File: config.mk
export PLATFORM = sky130hd
export DESIGN_NAME = seq_magnitude_compare
export DESIGN_NICKNAME = d
export VERILOG_FILES = /design/src/rtl/seq_magnitude_compare.sv
export SDC_FILE = /design/constraint.sdc
export NUM_CORES = 1
export LEC_CHECK = 0
export ABC_AREA = 1
export CAP_MARGIN = 25
export CORE_MARGIN = 4
export CORE_UTILIZATION = 40
export DETAILED_ROUTE_END_ITERATION = 8
export DONT_BUFFER_PORTS = 1
export SKIP_CTS_REPAIR_TIMING = 1
export SKIP_LAST_GASP = 1
export SYNTH_ARGS = -nofsm -noshare
export SYNTH_HDL_FRONTEND = slang
export SYNTH_SLANG_ARGS = --single-unit
export TNS_END_PERCENT = 20
File: constraint.sdc
create_clock -name clk -period 9 [get_ports clk]
set_clock_uncertainty 0.1 [all_clocks]
set_input_delay 0.9 -clock clk [delete_from_list [all_inputs] [get_ports clk]]
set_output_delay 0.9 -clock clk [all_outputs]
set_load 0.01 [all_outputs]
File: src/rtl/seq_magnitude_compare.sv
// Multi-cycle magnitude comparator: walks the operands CHUNK bits per cycle, MSB chunk first.
// Optional match counter enabled by defining SEQ_CMP_MATCH_COUNT_EN.
module seq_magnitude_compare #(
    parameter int WIDTH      = 32,
    parameter int CHUNK      = 4,
    parameter int SIGNED_CMP = 0
) (
    input  logic             clk,
    input  logic             rst,
    input  logic             start,
    input  logic [WIDTH-1:0] a,
    input  logic [WIDTH-1:0] b,
    output logic             busy,
    output logic             done,
    output logic             eq,
    output logic             gt,
    output logic             lt,
    output logic [15:0]      match_count
);

    localparam int NCHUNK = WIDTH / CHUNK;
    localparam int IW     = (NCHUNK > 1) ? $clog2(NCHUNK) : 1;
    localparam logic [IW-1:0] LAST_IDX = IW'(NCHUNK - 1);

    typedef enum logic {IDLE, COMPARE} state_t;

    state_t           state_q, state_d;
    logic [WIDTH-1:0] a_q, a_d, b_q, b_d;
    logic [IW-1:0]    idx_q, idx_d;
    logic             done_q, done_d;
    logic             eq_q, eq_d, gt_q, gt_d, lt_q, lt_d;
    logic [CHUNK-1:0] a_top, b_top;

    // Operands are shifted left each step so the chunk under test is always the top one.
    always_comb begin
        state_d = state_q;
        a_d     = a_q;
        b_d     = b_q;
        idx_d   = idx_q;
        done_d  = 1'b0;
        eq_d    = eq_q;
        gt_d    = gt_q;
        lt_d    = lt_q;
        a_top   = a_q[WIDTH-1 -: CHUNK];
        b_top   = b_q[WIDTH-1 -: CHUNK];
        if (SIGNED_CMP != 0 && idx_q == LAST_IDX) begin
            a_top[CHUNK-1] = ~a_top[CHUNK-1];
            b_top[CHUNK-1] = ~b_top[CHUNK-1];
        end
        case (state_q)
            IDLE: begin
                if (start) begin
                    a_d     = a;
                    b_d     = b;
                    idx_d   = LAST_IDX;
                    state_d = COMPARE;
                end
            end
            COMPARE: begin
                if (a_top != b_top) begin
                    gt_d    = (a_top > b_top);
                    lt_d    = (a_top < b_top);
                    eq_d    = 1'b0;
                    done_d  = 1'b1;
                    state_d = IDLE;
                end else if (idx_q == '0) begin
                    eq_d    = 1'b1;
                    gt_d    = 1'b0;
                    lt_d    = 1'b0;
                    done_d  = 1'b1;
                    state_d = IDLE;
                end else begin
                    idx_d = idx_q - IW'(1);
                    a_d   = a_q << CHUNK;
                    b_d   = b_q << CHUNK;
                end
            end
            default: state_d = IDLE;
        endcase
    end

    always_ff @(posedge clk) begin
        if (rst) begin
            state_q <= IDLE;
            done_q  <= 1'b0;
            eq_q    <= 1'b0;
            gt_q    <= 1'b0;
            lt_q    <= 1'b0;
        end else begin
            state_q <= state_d;
            done_q  <= done_d;
            eq_q    <= eq_d;
            gt_q    <= gt_d;
            lt_q    <= lt_d;
            a_q     <= a_d;
            b_q     <= b_d;
            idx_q   <= idx_d;
        end
    end

    assign busy = (state_q == COMPARE);
    assign done = done_q;
    assign eq   = eq_q;
    assign gt   = gt_q;
    assign lt   = lt_q;

`ifdef SEQ_CMP_MATCH_COUNT_EN
    logic [15:0] match_count_q, match_count_d;

    // Saturating count of equal results.
    always_comb begin
        match_count_d = match_count_q;
        if (done_d && eq_d && match_count_q != 16'hFFFF) begin
            match_count_d = match_count_q + 16'd1;
        end
    end

    always_ff @(posedge clk) begin
        if (rst) begin
            match_count_q <= 16'd0;
        end else begin
            match_count_q <= match_count_d;
        end
    end

    assign match_count = match_count_q;
`else
    assign match_count = 16'd0;
`endif

endmodule

## Word-level counts from Yosys, hierarchy flattened

Cells that the tools add are included.
Widths: inputs -> output; s select.

- Flip-flop bits (word level): 72
- Latch bits: 0
- Memory bits (writable): 0
- Bits in read-only memories: 0
- Input bits: 67
- Output and inout bits: 21
- Logic and storage cells: 45
- Memories: 0

- Add/subtract/negate cells: 1
- Multipliers: 0
- Divide/modulo/power cells: 0
- Magnitude comparators: 2
- Equality and inequality tests: 4
- Shift operators: 0
- Muxes and demuxes: 23
- Bitwise operators: 2
- Reductions and logical operators: 5

Operators with widths:

| operator | number |
|---|---|
| $mux 32 | 6 |
| $pmux 32 s2 | 2 |
| $mux 1 | 10 |
| $mux 3 | 3 |
| $ne 2x2->1 const B | 3 |
| $pmux 3 s2 | 1 |
| $gt 4x4->1 | 1 |
| $lt 4x4->1 | 1 |
| $ne 4x4->1 | 1 |
| $reduce_and 4->1 | 1 |
| $logic_not 3->1 | 1 |
| $sub 3x1->3 const B | 1 |
| $not 1->1 | 2 |
| $pmux 1 s2 | 1 |
| $reduce_and 2->1 | 1 |
| $reduce_bool 2->1 | 1 |
| $reduce_or 2->1 | 1 |

## Longest topological paths before layout

Gate-level depths: netlist of the first run.

- Depth after elaboration: 4
- Depth in mapped cells: 9
- Depth with buffers taken out: 9

## Least setup slack after synthesis of the first run

No wires, ideal clock.

- Path kind: input to register
- Start point: in rst
- End point: reg a_q[0], enable pin
- Setup time: 0.575 ns
- Arrival: 5.658 ns
- Setup slack: 2.667 ns
- Cell stages on the path: 3
- Buffers on the path: 0
- Cells stage by stage: inv_1 o21ai_0 nor3_1

- Cells in the longest elaborated chain, start to end: 2

RTL lines:

| what | RTL line | text |
|---|---|---|
| start, declared | 9 | `input logic rst,` |
| $not 1->1 (no line) | - |  |
| $reduce_and 4->1 (no line) | - |  |
| end signal, assigned | 95 | `a_q <= a_d;` |
| end, declared | 28 | `logic [WIDTH-1:0] a_q, a_d, b_q, b_d;` |

No other way between the ends.
A chain may end at the register's enable or synchronous reset.

## Final worst setup path of the first run

- Start point: reg state_q, in the netlist busy
- End point: reg b_q[13], enable pin

- Cells in the longest elaborated chain, start to end: 3

RTL lines:

| what | RTL line | text |
|---|---|---|
| start, declared | 27 | `state_t state_q, state_d;` |
| start signal, assigned | 90 | `state_q <= state_d;` |
| $not 1->1 | - |  |
| $ne 2x2->1 (no line) | - |  |
| $reduce_and 4->1 (no line) (*) | - |  |
| end signal, assigned | 96 | `b_q <= b_d;` |
| end, declared | 28 |  |

Every way passes the cells marked *; elsewhere a longest branch is shown, timed or not.

==> impl_summary.md, run 1 <==
Run status
The run finished with clean final reports.

GRT
The met1 track demand over resource in global routing is 0.142. The overall track demand over capacity in global routing is 0.121. The global-route met2 utilization is 0.199. The pin count of the biggest net entering global routing is 72.

After global routing the overflow that remains totals 0. The most used routing layer in global routing is met2. The number of antenna violations at the first check in global routing was 0. The first global-routing pass estimated slightly above 9000 um of wire. For met3 alone, demand over resource in global routing was 0.0559.

The number of global-route vias before repair is ~2,000.

Min path
The path class of the tightest hold or removal check is reg2reg.

Floorplan
The die outline area is 9750 um^2. Measured along the y axis, the die boundary spans 98.7 um. For this design the top-level I/O count stands at 88.

For this configuration, the core starts out at a cell density of 0.420. The placeable core area is 7850 um^2. The horizontal die dimension is 98.7 um. The initialized floorplan defines 32 standard-cell rows.

Routing
The number of antenna-violating nets in the routed design is 0. For this block, the initial DRC count from the detailed router was 90. The routed wirelength normalized by instance count is 13.1 um.

The total via count after detailed routing is about 2,000. For this run, design rule violations remaining after detail routing come to 0. After detailed routing, the total wire length is 5750 um. The detailed-route vias per instance is between 4 and 5. The iteration count of the initial detailed-routing pass is 4.

Critical path
For this run, the slowest stage of the critical path takes 0.66 ns. The critical path goes through buf_4 -> o21ai_0 -> nor3_2 -> buf_4. For this design, the slowest cell found on the critical path is buf_4. The minimum setup slack among reg-to-reg paths is 6.36 ns. The data arrival time of the critical path is about 2.5 ns.

For the worst flop-to-flop path, the logic depth is 4. The first element of the critical path is busy$_SDFF_PP0_. The startpoint kind of the worst setup timing path is a flip-flop.

The capturing instance or port of the critical path is b_q[13]$_DFFE_PP_. The required time of the critical path is 8.86 ns. The kind of capture point of the worst setup path is a flip-flop. The worst reg2reg path startpoint is busy$_SDFF_PP0_. The worst setup path category is reg2reg. The highest fanout seen on the critical path is 71. The end of the worst register-to-register path is b_q[13]$_DFFE_PP_.

Among the stages of the critical path, the cell type that occurs most often is buf_4.

Logic synthesis
The post-synthesis register bit count is 72. The number of enable-type register cells in the synthesized netlist is 67. The commonest register cell after synthesis is edfxtp_1. The leading cell type by number of instances after synthesis is nand2_1. The sequential share of the synthesized area is 0.641. The synthesized design spends more area on one cell type than any other, namely edfxtp_1.

The average instance area after synthesis is 9.89 um^2. After synthesis, the most frequently instantiated cells are nand2_1, edfxtp_1, inv_1. Of all flip-flops after synthesis, the portion carrying an async set or reset was 0. Yosys attributes the largest share of cell area to edfxtp_1, nand2_1, buf_4, dfxtp_1, buf_6. The warning count from the yosys run is 0. The cell count after synthesis is 333. The share of Yosys cell area claimed by the top area cell type is 0.611.

The number of distinct library cell variants in the gate-level netlist after synthesis is 17. The netlist area before placement is 3290 um^2.

Clocking
At the later pin of the worst-skew pair, clock insertion delay measures 0.33 ns. The maximum buffer depth of the clock tree is 2. The CTS tree is yes. The clock transition time at the flip-flop clock pins of the worst setup and hold paths is 0.07 ns.

The total number of H-tree levels is 3. The root buffer cell chosen for the clock tree is clkbuf_8. Counting every sink on the clock net gives 72. The number of buffers created by CTS is 9.

Place
Once placement completed, the tool counted placed cells totaling 422. The count of input and output buffers is 0. The routability congestion estimate from global placement is 0.828. The minimum setup slack after placement is ~6.3 ns. The detailed placement HPWL is about 3600 um.

Timing
The setup violation total in the final timing report is 0. For the final routed database, the setup TNS stands at 0 ns. In the post-route analysis, the smallest setup slack over all paths is 6.36 ns. The count of final max-slew check failures is 0. The portion of the clock cycle consumed by the worst path in the final layout is 0.294. The shortest clock period the worst path allows after layout is 2.64 ns. Measured against its own limit, the worst slew margin works out to 0.395. The highest achievable clock rate is 378 MHz. The final count of hold timing violations is 0. The actual transition at the worst max-transition pin is 0.906 ns.

Setup repair after global routing left no endpoint under its margin. The tightest hold margin is 0.411 ns.

Job
The max-cap check violation count is 0.

Power and ir drop
Power spread over the standard cell area amounts to 207 nW/um^2. The worst-case vdd ir drop is about 110 uV. The analysis attributes to cell leakage a power of between 1.5 and 2 nW.

Layout
In the final layout, the share of cells above drive strength 1 is 0.0536. Compared with the post-synthesis result, the final layout area differs by 4.41%. Excluding fillers, the count of instances in the completed layout stands at about 440. The net count of the finished layout is 404. The antenna cell count is 0.
-- critical path, delay by kind of cell (launching register included) --
kind                   cells  cell delay, ns
buffers and inverters      2            1.23
flip-flops                 1            0.36
AND/OR/NAND/NOR            1            0.22
AO/OA/AOI/OAI              1            0.29
-- worst min path at each step --
stage / end / cells past startpoint / startpoint
3_3_place_gp: a_q[27]$_DFFE_PP_ / 2 / a_q[23]$_DFFE_PP_
2_1_floorplan: a_q[27]$_DFFE_PP_ / 2 / a_q[23]$_DFFE_PP_
5_1_grt: a_q[10]$_DFFE_PP_ / 2 / a_q[6]$_DFFE_PP_
3_5_place_dp: a_q[29]$_DFFE_PP_ / 2 / a_q[25]$_DFFE_PP_
6_report: a_q[26]$_DFFE_PP_ / 2 / a_q[22]$_DFFE_PP_
4_1_cts: a_q[26]$_DFFE_PP_ / 2 / a_q[22]$_DFFE_PP_
-- cell usage in the layout, fill, tap and decap left out, types with 2 or more instances in the layout --
cell type	Yosys	routed
nand2_1	181	181
edfxtp_1	67	67
inv_1	21	21
conb_1	1	16
nor2_1	9	9
clkbuf_8	0	9
ha_1	6	6
a21oi_1	4	4
dfxtp_1	5	4
o21ai_0	2	2
nand3_1	2	2
clkbuf_1	0	2
clkinv_1	0	2
clkinv_2	0	2
buf_4	18	2
-- cell type report --
class                   count  area, um^2
clock inverters             5        47.5
multi-input cells         224         921
flip-flops and latches     72        2110
clock buffers              11         131
well taps                 102         128
repair buffers              2        15.0
fillers                   786        4410
inverters                  22        82.6
-- where the power goes --
| group | leakage, nW | internal, W | switching (W) |
|---|---|---|---|
| Combinational | 0.789 | 0.0000186 | 0.0000489 |
| Sequential | 0.669 | 0.000400 | 0.00000698 |
| Clock | 0.0922 | 0.000126 | 0.000113 |
| Total | 1.55 | 0.000544 | 0.000169 |
-- logic make-up (layout without fill, tap and decap cells) --
logic type / count (synthesis) / in the layout / synth area share
compound gates: 7 / 7 / 0.0118
simple gates: 194 / 194 / 0.223
buf+inv: 52 / 40 / 0.0976
flops: 72 / 72 / 0.641
fa+ha+maj: 6 / 6 / 0.0228
other cells: 1 / 16 / 0.00114
xor+xnor: 1 / 1 / 0.00266
-- through the flow --
stage	area, um^2	util	total power [W]
after floorplan	3350	-	0.000481
after global placement	3260	0.415	0.000480
after detailed placement	3260	0.415	0.000484
final	3440	0.438	0.000713
after CTS	3440	0.438	0.000723
after global routing	3440	0.438	0.000751
-- registers in the layout, summed over array words and instances, names as in the netlist --
name,flops
lt,1
idx_q,3
done,1
busy,1
b_q,32
eq,1
a_q,32
gt,1
-- metal layers --
layer	vias to the layer above	share of wire
met5	-	0
met4	0	0.0030
met3	4	0.067
met2	65	0.49
met1	916	0.43
li1	1013	-
Power figures use the tool's default switching activity.
==> inputs of run 2 (changes only) <==
==> constraint.sdc (replaced) <==
create_clock -name clk -period 2.4 [get_ports clk]
set_clock_uncertainty 0.1 [all_clocks]
set_input_delay 0.24 -clock clk [delete_from_list [all_inputs] [get_ports clk]]
set_output_delay 0.24 -clock clk [all_outputs]
set_load 0.01 [all_outputs]
==> run 2 against run 1 <==
Highest routed layer unchanged. Sequential power increased to 3.8 times the previous value. Clock power grew to 4.2 times the previous value. Clock-buffer cell count shrank 1. The flow now finishes with violations (hold timing). Via count increased by 6.1%. Wire length decreased by 2.4%. Critical path type unchanged. Design area rose by 12%.
==> impl_summary.md, run 2 (synthesis results as in run 1) <==
Routing
The detailed-route vias per instance is 4.48 (-1.8%). The total via count after detailed routing is 2,119 (+6.1%). The detailed-route DRC error count is 0 (unchanged). The number of antenna-violating nets in the routed design is 0 (unchanged). The total wirelength of the detailed-routed design is 5610 um (-2.4%). The DRC marker count from the first detailed-route iteration is 78 (-13%). The iteration count of the initial detailed-routing pass is 4 (unchanged). The routed wirelength normalized by instance count is 11.9 um (-9.6%).

GRT
The fraction of met3 tracks used by global routing was 0.0545 (-0.00142). The remaining global-route overflow came to 0 (unchanged). The number of antenna violations at the first check in global routing is 0 (unchanged). The met1 track demand over resource in global routing is 0.142 (+0.000519). The global-route met2 utilization was 0.183 (-0.0161). The first-pass GRT wire length is 8940 um (-2.8%). The layer flagged by global routing as most heavily used is met2. The overall track demand over capacity in global routing is 0.116 (-0.00511). The number of global-route vias before repair is 1,962 (-2.6%).

The pin count of the biggest net entering global routing was 57 (-21%).

Critical path
The largest delay contributor family on the critical path is flip-flops. The highest fanout seen on the critical path came to 36 (-49%). STA classifies the critical path startpoint as a flip-flop.

Traced cell by cell, the critical path runs through ha_1 -> nand2_1 -> o21ai_2 -> inv_2 -> nor3_4 -> buf_12. The cell count of the worst reg-to-reg path is 6 (+2). The minimum setup slack among reg-to-reg paths was 0.35 ns (-6.00 ns). The data arrival time of the critical path is 1.97 ns (-0.53 ns). The critical path in this run is classified as reg2reg. The number of buffers and inverters on the critical path was 2 (unchanged). The kind of capture point of the worst setup path is a flip-flop.

The end of the worst register-to-register path is a_q[0]$_SDFFCE_PP0P_. The worst stage delay on the critical path is 0.38 ns (-0.28 ns). The worst register-to-register path begins at a_q[31]$_DFFE_PP_. The required time of the critical path was 2.33 ns (-6.53 ns). The largest individual stage delay along the critical path comes from the cell edfxtp_1.

Timing
Setup repair after global routing left no endpoint under its margin. The portion of the clock cycle consumed by the worst path in the final layout is 0.853 (+0.559). The actual transition at the worst max-transition pin is 0.835 ns (-0.0707 ns).

The count of final max-slew check failures is 0 (unchanged). The final count of hold timing violations was 8 (+8). The headroom to the max-slew limit is 0.443 (+0.0480). The shortest clock period the worst path allows after layout is 2.05 ns (-0.596 ns). The highest achievable clock rate is 489 MHz (+29%). The setup TNS after final layout is 0 ns (unchanged). The tightest hold margin is -0.00919 ns (-0.420 ns). The setup violation total in the final timing report was 0 (unchanged).

Layout
From synthesis to final layout, the design area changed by 16.8%. The fill cell total of the finished layout is 755 (-3.9%). The net count of the finished layout is 439 (+8.7%). The fraction of final layout cells sized beyond drive strength 1 came to 0.0647 (+0.0111). In the final layout, the registers with the most flip-flops are a_q: 32 flops, b_q: 32 flops, idx_q: 3 flops.

The multi-input combinational cell area is 927 um^2 (+0.68%). The footprint of the flip-flops and latches was 2110 um^2 (unchanged). In the layout the commonest cells are nand2_1, edfxtp_1, dlygate4sd3_1. The antenna cell count is 0 (unchanged).

The most frequent standard cell in the layout excluding fill and tap cells is nand2_1.

Floorplan
The horizontal die dimension came to 98.7 um (unchanged). The die outline area was 9750 um^2 (unchanged). The floorplan row count is 32 (unchanged). The total I/O pin count is 88 (unchanged). The placeable core area is 7850 um^2 (unchanged). The initial cell density of the core was 0.420 (unchanged).

The y dimension of the die is 98.7 um (unchanged).

Power and ir drop
The internal power was 0.00219 W (+300%). The power per cell area is 739 nW/um^2 (+260%). The power share of the combinational group came to 0.109 (+0.014). The fraction of power spent switching nets is 0.228 (-0.00896).

The power share of the sequential group is 0.537 (-0.034). The net switching component of the power came to 0.000648 W (+280%). The relative contribution of the clock network to total power is 0.354 (+0.019). The worst-case vdd ir drop is 388 uV (+260%). The total power draw came to 0.00284 W (+300%). The leakage component of the power was 1.72 nW (+11%).

Min path
The path class of the tightest hold or removal check is in2reg. The worst min-delay path startpoint is b[9]. The hold path endpoint is b_q[9]$_DFFE_PP_. The cell count of the worst hold path is 2 (unchanged).

Clocking
The number of buffers created by CTS is 9 (unchanged). The maximum buffer depth of the clock tree came to 2 (unchanged). TritonCTS built the clock tree. The total number of H-tree levels is 3 (unchanged). The buffer cell driving the clock tree root is clkbuf_8. The clock transition time at the flip-flop clock pins of the worst setup and hold paths is 0.08 ns (about the same). The clock insertion delay at the later pin of the skew report is 0.33 ns (about the same).

The TritonCTS sink count is 72 (unchanged).

Place
The detailed placement HPWL came to 3750 um (+3.8%). The routability congestion estimate from global placement is 0.744 (-10%). The count of input and output buffers is 0 (unchanged).

Job
The max-cap check violation count came to 0 (unchanged).

Run status
The checks that failed: hold timing. The flow ran to the end, but the final reports show violations.
-- run 2: final cells by class --
class                      count  area share
tap                          102      0.0332
clock inverter                 6      0.0218
multi-input combinational    224       0.241
inverter                      22      0.0215
timing repair buffer          37       0.100
sequential                    72       0.549
clock buffer                  10      0.0332
-- run 2: power by group through the flow --
stage / Clock, W / Combinational [W] / Sequential (W)
after floorplan: 0 / 0.000251 / 0.00155
after global placement: 0 / 0.000267 / 0.00155
after detailed placement: 0 / 0.000274 / 0.00156
after CTS: 0.00104 / 0.000276 / 0.00153
after global routing: 0.00109 / 0.000364 / 0.00153
final: 0.00101 / 0.000311 / 0.00153
-- run 2: how the worst max path moves through the flow --
stage | startpoint | endpoint | slack, ns | depth (start not counted)
5_1_grt | a_q[31]$_DFFE_PP_ | b_q[24]$_DFFE_PP_ | 0.24 | 6
2_1_floorplan | a_q[29]$_DFFE_PP_ | a_q[0]$_SDFFCE_PP0P_ | -0.74 | 5
4_1_cts | a_q[31]$_DFFE_PP_ | b_q[24]$_DFFE_PP_ | 0.35 | 6
3_3_place_gp | a_q[31]$_DFFE_PP_ | a_q[1]$_SDFFCE_PP0P_ | 0.40 | 6
3_5_place_dp | a_q[31]$_DFFE_PP_ | a_q[1]$_SDFFCE_PP0P_ | 0.37 | 6
6_report | a_q[31]$_DFFE_PP_ | a_q[0]$_SDFFCE_PP0P_ | 0.35 | 6
-- run 2: metal layers --
| metal | wire, um | up-vias |
|---|---|---|
| li1 | - | 1085 |
| met2 | 2710 | 76 |
| met4 | 53 | 0 |
| met1 | 2400 | 952 |
| met5 | 0 | - |
| met3 | 452 | 6 |
-- run 2: metrics by stage --
stage	cell area, um^2	setup slack, ns	util	cells
final	3850	0.353	0.490	473
after global routing	3850	0.238	0.490	473
after CTS	3520	0.354	0.448	440
after detailed placement	3310	0.370	0.421	424
after global placement	3310	0.404	0.421	424
after floorplan	3360	-0.739	-	348
==> edit 1, RTL diff (config.mk and constraints of run 2) <==
The option `SEQ_CMP_MATCH_COUNT_EN` is turned on by a define.
--- a/src/rtl/seq_magnitude_compare.sv
+++ b/src/rtl/seq_magnitude_compare.sv
@@ -1,5 +1,7 @@
 // Multi-cycle magnitude comparator: walks the operands CHUNK bits per cycle, MSB chunk first.
 // Optional match counter enabled by defining SEQ_CMP_MATCH_COUNT_EN.
+`define SEQ_CMP_MATCH_COUNT_EN
+
 module seq_magnitude_compare #(
     parameter int WIDTH      = 32,
     parameter int CHUNK      = 4,
Check against the original RTL: not equivalent (a bounded check fails within 10 cycles, from zero or initial values and one cycle with rst high).
==> edit 1 against run 2 <==
  * The flow still finishes with violations (negative hold slack)
  * Sequential cell count up 16
  * Non-clock buffer count up 33
  * Wire length increased by 56%
  * Area after synthesis is 25% higher
  * Die area increased by 23%
  * Power rose by 9.6%
  * Design area grew 33%
  * Worst setup slack lost 0.26 ns
  * Highest routed layer unchanged
==> edit 1: results (changes against run 2) <==
Parameter                              Value

Final layout
  Clock network share of area    0.0360 (-0.0189)
  Number of nets at the end of the flow    603 (+37%)
  Filler Cells Inserted    914 (+21%)
  Number of ordinary inverters in the final layout    33 (+50%)
  Fraction of final layout cells sized beyond drive strength 1    0.0880 (+0.0233)
  Total of plain and repair buffers excluding clock buffers    70 (+89%)
  Seq Cell Count    88 (+22%)
  Proportion of cell area occupied by multi-input gates    0.293 (+0.0520)
  Number of multi-input combinational cells in the layout    327 (+46%)
  Final non-clock buffer share    0.137 (+0.0371)
  Register fraction of the total cell area    0.477 (-0.0724)
  Number of clock buffers in the layout    9 (-1)
  Fin util    0.517 (+0.0271)

Drt
  Routed vias/inst    4.70 (+4.9%)
  Total Routed Length    8.75 mm (+56%)
  WL/cell    13.1 um (+11%)

STA
  Final-report hold violation count    2 (-6)
  Relative max-transition margin    0.458 (+0.0149)
  Minimum hold slack    -0.0156 ns (-0.00642 ns)

Yosys
  Xor/xnor cell area share of the yosys netlist    0.0149 (+0.0123)
  Synth Area per Inst    8.81 um^2 (-11%)
  Number of unique standard cell types used by synthesis    26 (+9)
  Synth Area in Compound Gates    0.0405 (+0.0287)
  Cell types with the highest counts after synthesis    228 x sky130_fd_sc_hd__nand2_1, 67 x sky130_fd_sc_hd__edfxtp_1, 35 x sky130_fd_sc_hd__nor2_1
  Synthesized-area fraction occupied by adder cells    0.0213 (-0.00147)
  Sequential area share after synthesis    0.592 (-0.0490)
  Top area cells in the synthesized netlist    sky130_fd_sc_hd__edfxtp_1 49%, sky130_fd_sc_hd__nand2_1 21%, sky130_fd_sc_hd__dfxtp_1 10%
  Synth async-reset ratio    0 (unchanged)

Global routing
  Maximum number of pins on one net before global-route repair    68 (+19%)
  First-pass GRT wire length    12.9 mm (+45%)
  Total Routing Usage GR    0.137 (+0.0213)
  Vias in the first global route    2,837 (+45%)

Pwr
  Worst IR Drop VDD    0.363 mV (-6.5%)
  Combinational logic power    356 uW (+14%)
  Power dissipated in the clock network    971 uW (-4%)
  Combinational share of power    0.114 (+0.005)
  Leakage component of the power    0.00207 uW (+20%)

Place
  Routability congestion estimate from global placement    0.739 (-0.63%)
  Number of cells in the design after placement    586 (+38%)
  Total cell area at the placement stage    4270 um^2 (+29%)
  HPWL reported at the end of detailed placement    5.37 mm (+43%)
  Placement Setup Slack    0.387 ns (+0.0170 ns)

Worst setup path
  CP max stage cell    sky130_fd_sc_hd__dlygate4sd3_1
  Family of cells with the greatest summed delay on the critical path    buffers and inverters
  Data arrival at the endpoint of the critical path    2.22 ns (+0.25 ns)
  CP peak stage delay    0.83 ns (+0.45 ns)
  Worst setup path start    rst
  CP max FO    67 (+86%)

Hold path
  Hold_sp    a[16]

Floorplanning
  Number of core rows    36 (+13%)

Clock tree
  Worst-Skew Late Latency    0.36 ns (+0.03 ns)

Outcome
  Failing checks    negative hold slack
  Status    finished with violations
==> edit 1: cells by family (layout without fill, tap and decap cells) <==
family | count (synthesis) | count (layout)
adders and majority gates | 7 | 7
and+or+nand+nor | 290 | 290
buffers and inverters | 51 | 119
AOI/OAI and AO/OA | 23 | 23
DFF | 88 | 88
xor gates and xnor gates | 7 | 7
==> edit 1: final timing paths <==
| path | to | depth (start not counted) | slack, ns |
|---|---|---|---|
| setup / recovery | b_q[13] | 5 | 0.09 |
| hold / removal | a_q[16] | 2 | -0.02 |
| setup reg to reg | gt | 7 | 0.32 |
| hold reg to reg | a_q[26] | 2 | 0.42 |
==> edit 1: routing by layer <==
layer / vias up / track usage / wire length, um
li1: 1610 / - / -
met1: 1450 / 0.165 / 3700
met2: 65 / 0.235 / 4550
met3: 10 / 0.0464 / 402
met4: 0 / 0.0347 / 94
met5: - / 0 / 0
==> edit 2, RTL diff (settings of run 2) <==
Without the edit above. Remove the register `done_q`: a continuous assignment takes its place, so the output `done` follows one clock earlier.
--- a/src/rtl/seq_magnitude_compare.sv
+++ b/src/rtl/seq_magnitude_compare.sv
@@ -82,13 +82,11 @@
     always_ff @(posedge clk) begin
         if (rst) begin
             state_q <= IDLE;
-            done_q  <= 1'b0;
             eq_q    <= 1'b0;
             gt_q    <= 1'b0;
             lt_q    <= 1'b0;
         end else begin
             state_q <= state_d;
-            done_q  <= done_d;
             eq_q    <= eq_d;
             gt_q    <= gt_d;
             lt_q    <= lt_d;
@@ -97,6 +95,8 @@
             idx_q   <= idx_d;
         end
     end
+
+    assign done_q = done_d;
 
     assign busy = (state_q == COMPARE);
     assign done = done_q;
Formal check against the unedited RTL: not equivalent (a bounded check fails within 4 cycles, from zero or initial values and one cycle with rst high).
==> edit 2 against run 2 <==
  * Sequential cell count down 1
  * Design area rose by 3.7%
  * Worst setup slack got worse by 0.11 ns
  * The flow still finishes with violations (negative hold slack)
  * Final cell count grew 2.5%
  * Clock power is 11% higher
  * Area after synthesis decreased by 1.2%
  * Utilization grew 2.1 points
  * Global-route usage increased by 0.85 points
  * Largest power group unchanged
  * Wire length is 8.0% higher
  * Power is 4.3% higher
==> edit 2: results (changes against run 2) <==
Parameter                              Value

Outcome
  Failing checks    negative hold slack
  Status    finished with violations

STA
  Max Clock Freq    0.464 GHz (-5.1%)
  Final-report hold violation count    6 (-2)
  Minimum hold slack    -0.00875 ns (+0.000445 ns)

Clock tree
  Max H-tree Level    3 (unchanged)
  CTS Root Cell    sky130_fd_sc_hd__clkbuf_8
  Number of buffers inserted during clock tree synthesis    9 (unchanged)

Pwr
  Worst IR Drop VDD    0.429 mV (+10%)
  Switching power summed over all nets    671 uW (+3.5%)
  Leakage component of the power    0.00176 uW (+2.2%)

Global routing
  Maximum number of pins on one net before global-route repair    68 (+19%)
  Vias in the first global route    2,009 (+2.4%)
  Total Routing Usage GR    0.124 (+0.00851)
  First-pass GRT wire length    9.32 mm (+4.2%)

Yosys
  Cell types with the highest counts after synthesis    178 x sky130_fd_sc_hd__nand2_1, 67 x sky130_fd_sc_hd__edfxtp_1, 18 x sky130_fd_sc_hd__inv_1
  Sequential area share after synthesis    0.643 (+0.00174)
  Synth Area in Compound Gates    0.00923 (-0.00255)
  Number of unique standard cell types used by synthesis    19 (+2)
  Xor/xnor cell area share of the yosys netlist    0.00269 (+0.0000327)
  Top area cells in the synthesized netlist    sky130_fd_sc_hd__edfxtp_1 62%, sky130_fd_sc_hd__nand2_1 21%, sky130_fd_sc_hd__buf_4 3.9%
  Synthesized-area fraction occupied by adder cells    0.0231 (+0.000281)

Final layout
  Fraction of final layout cells sized beyond drive strength 1    0.0653 (+0.000584)
  Number of nets at the end of the flow    451 (+2.7%)

Place
  Placement Setup Slack    0.244 ns (-0.126 ns)
  Total cell area at the placement stage    3280 um^2 (-0.91%)
  HPWL reported at the end of detailed placement    3.89 mm (+3.6%)
  Routability congestion estimate from global placement    0.806 (+8.3%)

Worst setup path
  CP max FO    67 (+86%)
  Reg-to-reg slack, setup    0.24 ns (-0.11 ns)
  Data arrival at the endpoint of the critical path    2.06 ns (+0.09 ns)
  Timing endpoint of the critical path    a_q[4]
  Family of cells with the greatest summed delay on the critical path    simple AND/OR/NAND/NOR gates
  CP peak stage delay    0.38 ns (about the same)

Drt
  Total Routed Length    6.06 mm (+8.0%)
  Initial detailed-routing violation count    85 (+9.0%)
  Routed vias/inst    4.47 (-0.17%)
edit 2: cells by family after synthesis:
group / count (synthesis)
adder cells (fa/ha/maj): 6
flip-flops: 71
XOR/XNOR: 1
AND/OR/NAND/NOR: 196
other: 1
AO/OA/AOI/OAI: 5
buffers and inverters: 49
edit 2: how the worst min path moves through the flow:
stage | end | slack, ns | start | cells past startpoint
after CTS | lt | -0.16 | rst | 1
final | b_q[21] | -0.009 | b[21] | 2
after floorplan | lt | 0.21 | rst | 1
after global routing | b_q[1] | -0.002 | b[1] | 2
after global placement | lt | 0.21 | rst | 1
after detailed placement | lt | 0.21 | rst | 1
edit 2: power by group through the flow:
stage          clock network [uW]  logic (uW)  registers [uW]
6_report                     1120         336            1510
3_5_place_dp                    0         279            1540
3_3_place_gp                    0         271            1530
4_1_cts                      1150         280            1510
5_1_grt                      1210         393            1520
2_1_floorplan                   0         250            1530
edit 2: final cells by class:
cell class / count / area [um^2]
multi-input cells: 224 / 933
inverters: 19 / 71.3
clock inverters: 7 / 111
fillers: 732 / 3820
flip-flops and latches: 71 / 2090
clock buffers: 9 / 124
repair buffers: 53 / 531
well taps: 102 / 128
edit 2: through the flow:
| stage | hold WS, ns | instances | setup TNS, ns |
|---|---|---|---|
| after detailed placement | 0.213 | 421 | 0 |
| after global placement | 0.213 | 421 | 0 |
| after floorplan | 0.209 | 344 | -53.59 |
| after global routing | -0.00208 | 485 | 0 |
| final | -0.00875 | 485 | 0 |
| after CTS | -0.164 | 437 | 0 |
edit 2: per-layer routing:
metal,share of wire,global-route usage
met1,0.41,0.149
met2,0.50,0.202
met3,0.079,0.0564
met4,0.0066,0.0378
met5,0,0
